### src/rtl/hca_sub_pipe.sv
// hca_sub_pipe: three-stage pipelined subtractor (A - B) built on a
// Han-Carlson prefix carry tree, with valid/ready handshakes on both sides.
// The pipeline is a global-stall design: every stage advances together or
// holds together, so bubbles are preserved rather than collapsed.
module hca_sub_pipe #(
    parameter int WIDTH = 16
) (
    input  logic             clk,
    input  logic             rst,
    input  logic             in_valid,
    output logic             in_ready,
    input  logic [WIDTH-1:0] A,
    input  logic [WIDTH-1:0] B,
    output logic             out_valid,
    input  logic             out_ready,
    output logic [WIDTH-1:0] diff,
    output logic             borrow,
    output logic             zero,
    output logic             ovf
);

    localparam int DEPTH = $clog2(WIDTH);

    // Kogge-Stone style prefix over the odd bits only. Level 1 pairs each odd
    // bit with its even neighbour; later levels have even spans, so odd bits
    // combine only with odd bits. After DEPTH levels each odd bit holds the
    // full group generate down to bit 0, where the carry-in is folded in.
    function automatic logic [WIDTH-1:0] odd_tree(input logic [WIDTH-1:0] g_in,
                                                  input logic [WIDTH-1:0] p_in);
        logic [WIDTH-1:0] g_cur;
        logic [WIDTH-1:0] p_cur;
        logic [WIDTH-1:0] g_nxt;
        logic [WIDTH-1:0] p_nxt;
        int               span;
        g_cur = g_in;
        p_cur = p_in;
        for (int j = 1; j <= DEPTH; j++) begin
            span  = 1 << (j - 1);
            g_nxt = g_cur;
            p_nxt = p_cur;
            for (int i = 1; i < WIDTH; i += 2) begin
                if (i >= span) begin
                    g_nxt[i] = g_cur[i] | (p_cur[i] & g_cur[i - span]);
                    p_nxt[i] = p_cur[i] & p_cur[i - span];
                end
            end
            g_cur = g_nxt;
            p_cur = p_nxt;
        end
        return g_cur;
    endfunction

    // Stage registers
    logic             v1_q, v2_q, v3_q;
    logic [WIDTH-1:0] p1_q, g1_q;
    logic             a_msb1_q, b_msb1_q;
    logic [WIDTH-1:0] p2_q, g2_q;
    logic             a_msb2_q, b_msb2_q;
    logic [WIDTH-1:0] diff_q;
    logic             borrow_q, zero_q, ovf_q;

    // Next-state values
    logic [WIDTH-1:0] p1_d, g1_d;
    logic [WIDTH-1:0] g2_d;
    logic [WIDTH-1:0] g_full;
    logic [WIDTH-1:0] diff_d;
    logic             borrow_d, zero_d, ovf_d;
    logic             adv;

    // One shared advance enable: the whole pipe moves unless the output is stuck.
    assign adv      = !v3_q || out_ready;
    assign in_ready = adv;

    // Pre-process for A + ~B + 1, with the carry-in absorbed into bit 0.
    always_comb begin
        p1_d    = A ^ ~B;
        g1_d    = A & ~B;
        g1_d[0] = A[0] | ~B[0];
    end

    // Odd-bit prefix tree between S1 and S2.
    always_comb begin
        g2_d = odd_tree(g1_q, p1_q);
    end

    // Even-bit fix-up level, sum, and status flags between S2 and S3.
    always_comb begin
        // NOTE: every variable written here gets a default first, so no path can leave it unassigned and infer a latch.
        g_full = g2_q;
        diff_d = '0;
        for (int i = 2; i < WIDTH; i += 2) begin
            g_full[i] = g2_q[i] | (p2_q[i] & g2_q[i - 1]);
        end
        diff_d[0] = ~p2_q[0];
        for (int i = 1; i < WIDTH; i++) begin
            diff_d[i] = p2_q[i] ^ g_full[i - 1];
        end
        borrow_d = ~g_full[WIDTH-1];
        zero_d   = (diff_d == '0);
        ovf_d    = (a_msb2_q != b_msb2_q) && (diff_d[WIDTH-1] != a_msb2_q);
    end

    // Control and result registers: cleared by reset, otherwise shift on adv.
    always_ff @(posedge clk) begin
        // NOTE: sequential state uses non-blocking assignments so every register samples pre-edge values.
        if (rst) begin
            v1_q     <= 1'b0;
            v2_q     <= 1'b0;
            v3_q     <= 1'b0;
            diff_q   <= '0;
            borrow_q <= 1'b0;
            zero_q   <= 1'b0;
            ovf_q    <= 1'b0;
        end else if (adv) begin
            v1_q     <= in_valid && in_ready;
            v2_q     <= v1_q;
            v3_q     <= v2_q;
            diff_q   <= diff_d;
            borrow_q <= borrow_d;
            zero_q   <= zero_d;
            ovf_q    <= ovf_d;
        end
    end

    // Intermediate datapath registers: shift on adv, qualified by the valid bits.
    always_ff @(posedge clk) begin
        // NOTE: these carry no reset; their contents are meaningless until the matching valid bit is set.
        if (adv) begin
            p1_q     <= p1_d;
            g1_q     <= g1_d;
            a_msb1_q <= A[WIDTH-1];
            b_msb1_q <= B[WIDTH-1];
            p2_q     <= p1_q;
            g2_q     <= g2_d;
            a_msb2_q <= a_msb1_q;
            b_msb2_q <= b_msb1_q;
        end
    end

    assign out_valid = v3_q;
    assign diff      = diff_q;
    assign borrow    = borrow_q;
    assign zero      = zero_q;
    assign ovf       = ovf_q;

endmodule

### config.mk
export PLATFORM = sky130hd
export DESIGN_NAME = hca_sub_pipe
export DESIGN_NICKNAME = d
export VERILOG_FILES = /design/src/rtl/hca_sub_pipe.sv
export SDC_FILE = /design/constraint.sdc
export NUM_CORES = 1
export LEC_CHECK = 0
export ABC_AREA = 0
export BUFFER_PORTS_ARGS = -buffer_cell sky130_fd_sc_hd__clkbuf_2
export CAP_MARGIN = 20
export CORE_MARGIN = 2
export CORE_UTILIZATION = 50
export DETAILED_ROUTE_END_ITERATION = 6
export PLACE_DENSITY = 0.72
export SYNTH_ARGS = -nofsm -noshare
export SYNTH_HDL_FRONTEND = slang
export SYNTH_SLANG_ARGS = --single-unit
### constraint.sdc
create_clock -name clk -period 3.8 [get_ports clk]
set_clock_uncertainty 0.2 [all_clocks]
set_input_delay 0.57 -clock clk [delete_from_list [all_inputs] [get_ports clk]]
set_output_delay 0.57 -clock clk [all_outputs]
set_load 0.02 [all_outputs]
== Yosys cells after proc, flatten, opt, wreduce, memory -nomap -nowiden ==
Cells that the tools add are included.
Storage, ports and cells
  bits in registers: 90
  bits in latches: 0
  RAM bits: 0
  bits in read-only memories: 0
  input port bits: 36
  memories kept: 0
Operators by class
  add/sub/neg operators: 0
  multiply operators: 0
  div/mod/pow operators: 0
  magnitude comparators: 0
  equality and inequality tests: 2
  shift operators: 0
  muxes and demuxes: 0
  bitwise gates (word level): 103
  reduce and logical (&&, ||, !) cells: 5
Operators by type and width (count)
  $and A1 B1 Y1: 49
  $or A1 B1 Y1: 33
  $and A16 B16 Y16: 1
  $logic_not A16 Y1: 1
  $not A16 Y16: 1
  $xor A16 B16 Y16: 1
  $xor A1 B1 Y1: 15
  $not A1 Y1: 3
  $logic_and A1 B1 Y1: 2
  $ne A1 B1 Y1: 2
  $logic_not A1 Y1: 1
  $logic_or A1 B1 Y1: 1

== Longest topological paths before layout ==
  depth after elaboration: 8
  gate-level depth with buffers: 6
  gate-level depth less buffers: 5

== Worst setup path after synthesis ==
Ideal clock, no wire load.
  path type: input to output
  start point: input port out_ready
  end point: output port in_ready
  arrival time: 1864 ps
  data required time: 3030 ps
  setup slack: 1166 ps
  stages on the path: 4
  path buffers: 2
  path through: nor2b_1 -> buf_2 -> inv_2 -> buf_2
Between the ends
  word-level cells in the longest chain between the ends: 1
Ends and longest elaborated chain
  start, declared: RTL line 15  | input logic out_ready,
  $logic_or A1 B1 Y1: RTL line 71  | assign adv = !v3_q || out_ready;
  end, declared: RTL line 11  | output logic in_ready,
Every way passes these cells.

== Worst setup path in the final report ==
  start point: register v3_q (netlist: out_valid)
  end point: output port in_ready
Between the ends
  word-level cells in the longest chain between the ends: 2
Ends and longest elaborated chain
  start, declared: RTL line 54  | logic v1_q, v2_q, v3_q;
  start signal, assigned: RTL line 117  | v3_q <= v2_q;
  $logic_not A1 Y1: RTL line 71
  $logic_or A1 B1 Y1: RTL line 71
Every way passes these cells.

==> impl_metrics.csv <==
group,metric,value,unit
drt,first_iter_violations,95,
die,initial_utilization,51.58,%
die,dieArea,7695,sq um
setup_path,crit_type,"flip-flop to output port",
run_status,status,"finished clean",
pwr,total_power,2.177,mW
cells_and_area,num-fill-cells,542,
cts,htree_num_levels,3,
sta,fin_setup_tns,0,ps
grt,antenna_found_initial,0,
synthesis,synth_xor_xnor_area_share,1.999,%
pwr,max-vdd-ir-drop,0.1944,mV
sta,holdWs,222.8,ps
synthesis,ys_warn_count,0,
grt,grt_max_degree,62,
sta,worstMarginPinSlew,564.7,ps
cts,cts_buffers,9,
die,io_pins,57,
synthesis,synth_top_family_by_area,"adder cells",
cells_and_area,post-route-cell-area,4125,sq um
min_path,hold_path_depth,0,
place,dp.cells,409,
place,placed_area,3908,sq um
sta,finalHoldViolations,0,
sta,rsz0062_at_grt,"no",
drt,num_vias,1996,
setup_path,end_kind,"output port",
grt,grt_use_met1,19.53,%
cts,post_cts_buffers,0,
drt,drc,0,
setup_path,reg2reg_depth,7,
grt,grt_busiest_layer,"met2",
pwr,power_leakage,1.801,nW
synthesis,ys_seq_area_share,70.83,%
setup_path,cp_max_fo,35,
cells_and_area,regArea,2482,sq um
cts,clk_latency,340,ps
sta,slew_viol_final,0,
synthesis,ys_types,32,
synthesis,synth_area_per_cell,13.43,sq um
sta,min_period,2635,ps
cells_and_area,instances_no_fill,425,
place,hpwl,3.644,mm
pwr,p_per_area,527.8,nW/um^2
setup_path,critPathArrivalTime,1860,ps
die,die_h,87.72,um
synthesis,synth-edff-count,68,
drt,dr.pass1.iters,4,
drt,wl_per_cell,12.08,um
grt,grt-ovfl-total,0,
synthesis,netlist_area,3505,sq um
synthesis,ys.flop_type,"edfxtp_1",
cts,cts-root-buf,"clkbuf_8",
synthesis,synth-compound-area-share,7.819,%
cells_and_area,drive_gt1_share,23.71,%
cts,cts_sinks,90,
cells_and_area,layout_common_cells,"edfxtp_1, clkbuf_2, nand2_1",
sta,fmax,0.3796,GHz
cts,cts_resized,0,
grt,grt_pass1_vias,1933,
synthesis,netlist_instances,261,
synthesis,synth_adder_area_share,8.211,%
sta,finalCritPeriodShare,69.33,%
min_path,hold_path.class,"flip-flop to flip-flop",
grt,grtUsageMet3,3.110,%
grt,met2_usage,23.21,%
cts,path_clk_slew,80,ps
synthesis,synth-seq-cells,90,
setup_path,r2r_slack,1550,ps
run,max-cap-violations,0,
cells_and_area,layout_commonest_cell,"edfxtp_1",
synthesis,synthArstFlopShare,0,%
setup_path,worstSetupStartpointType,"flip-flop",
setup_path,cp.required,3030,ps
cts,clock_path_buffers,2,
grt,grt_pass1_wl,8.514,mm
drt,routed_wl,5.134,mm
die,coreArea,6794,sq um
synthesis,yosys.area_share.simple,7.926,%
cells_and_area,synthToLayoutAreaGrowth,17.71,%
sta,relSlewSlack,62.31,%
sta,setup_viol,0,
place,place_ws,1225,ps
cts,cts_tree,"built",
synthesis,synthMuxAreaShare,0,%
grt,grt_usage,14.96,%
cells_and_area,antenna_cells,0,
cells_and_area,fin_util,60.72,%
drt,via_per_inst,4.696,
sta,layout_setup_ws,1165,ps
cts,hold_buffers,0,
synthesis,synth_nets,320,
place,place_congestion,0.7524,
die,std_cell_rows,30,
cells_and_area,multi_input_comb_area,909.6,sq um
die,die_w,87.72,um
drt,ant_nets,0,
cells_and_area,nets,383,
place,numPortBuffers,56,
cell type report:
class | instances | share of cell area (%)
Tap cell | 96 | 2.912
Clock inverter | 7 | 2.275
Inverter | 23 | 2.123
Clock buffer | 9 | 3.003
Multi-Input combinational cell | 142 | 22.05
Timing Repair Buffer | 58 | 7.461
Sequential cell | 90 | 60.18
cells by family after synthesis:
group	after synthesis
buf+inv	29
simple gates	66
compound gates	45
flops	90
xor+xnor	8
fa+ha+maj	23
state kept, by name, indices dropped and copies added, names as in the netlist:
name	flops
p1_q	16
a_msb2_q	1
diff	16
a_msb1_q	1
out_valid	1
borrow	1
b_msb1_q	1
ovf	1
v1_q	1
b_msb2_q	1
zero	1
v2_q	1
g1_q	16
p2_q	16
g2_q	16
worst max-delay path: stages (launching register included):
cell and delay, ps:
dfxtp_1 330, nor2b_1 130, buf_4 230, clkinv_2 490, clkbuf_2 330
power breakdown:
part           leakage [nW]  switching [mW]  internal [mW]
Sequential            0.919          0.0509           1.17
Combinational         0.777           0.154          0.111
Clock                 0.105           0.318          0.369
cell usage after synthesis (all sizes together), types with 2 or more instances:
cell,instances,area (sq um)
a211oi,4,30.03
a21o,2,15.01
a21oi,25,125.1
buf,4,18.76
clkbuf,2,7.510
dfxtp,22,440.4
edfxtp,68,2042
ha,23,287.8
inv,23,86.33
nand2,41,153.9
nand3b,2,15.01
nor2,15,58.81
nor3,2,10.01
nor4,2,12.51
o21ai,5,25.02
xnor2,8,70.07
final timing paths:
path,end,from
hold reg to reg,p2_q[0],p1_q[0]
hold / removal,p2_q[0],p1_q[0]
setup reg to reg,zero,out_valid
setup / recovery,in_ready,out_valid
routing by layer:
| layer | wire [um] | part of all wire, % |
|---|---|---|
| met1 | 2458 | 48 |
| met2 | 2362 | 46 |
| met3 | 229 | 4.5 |
| met4 | 84 | 1.6 |
| met5 | 0 | 0 |
Power figures use the tool's default switching activity.
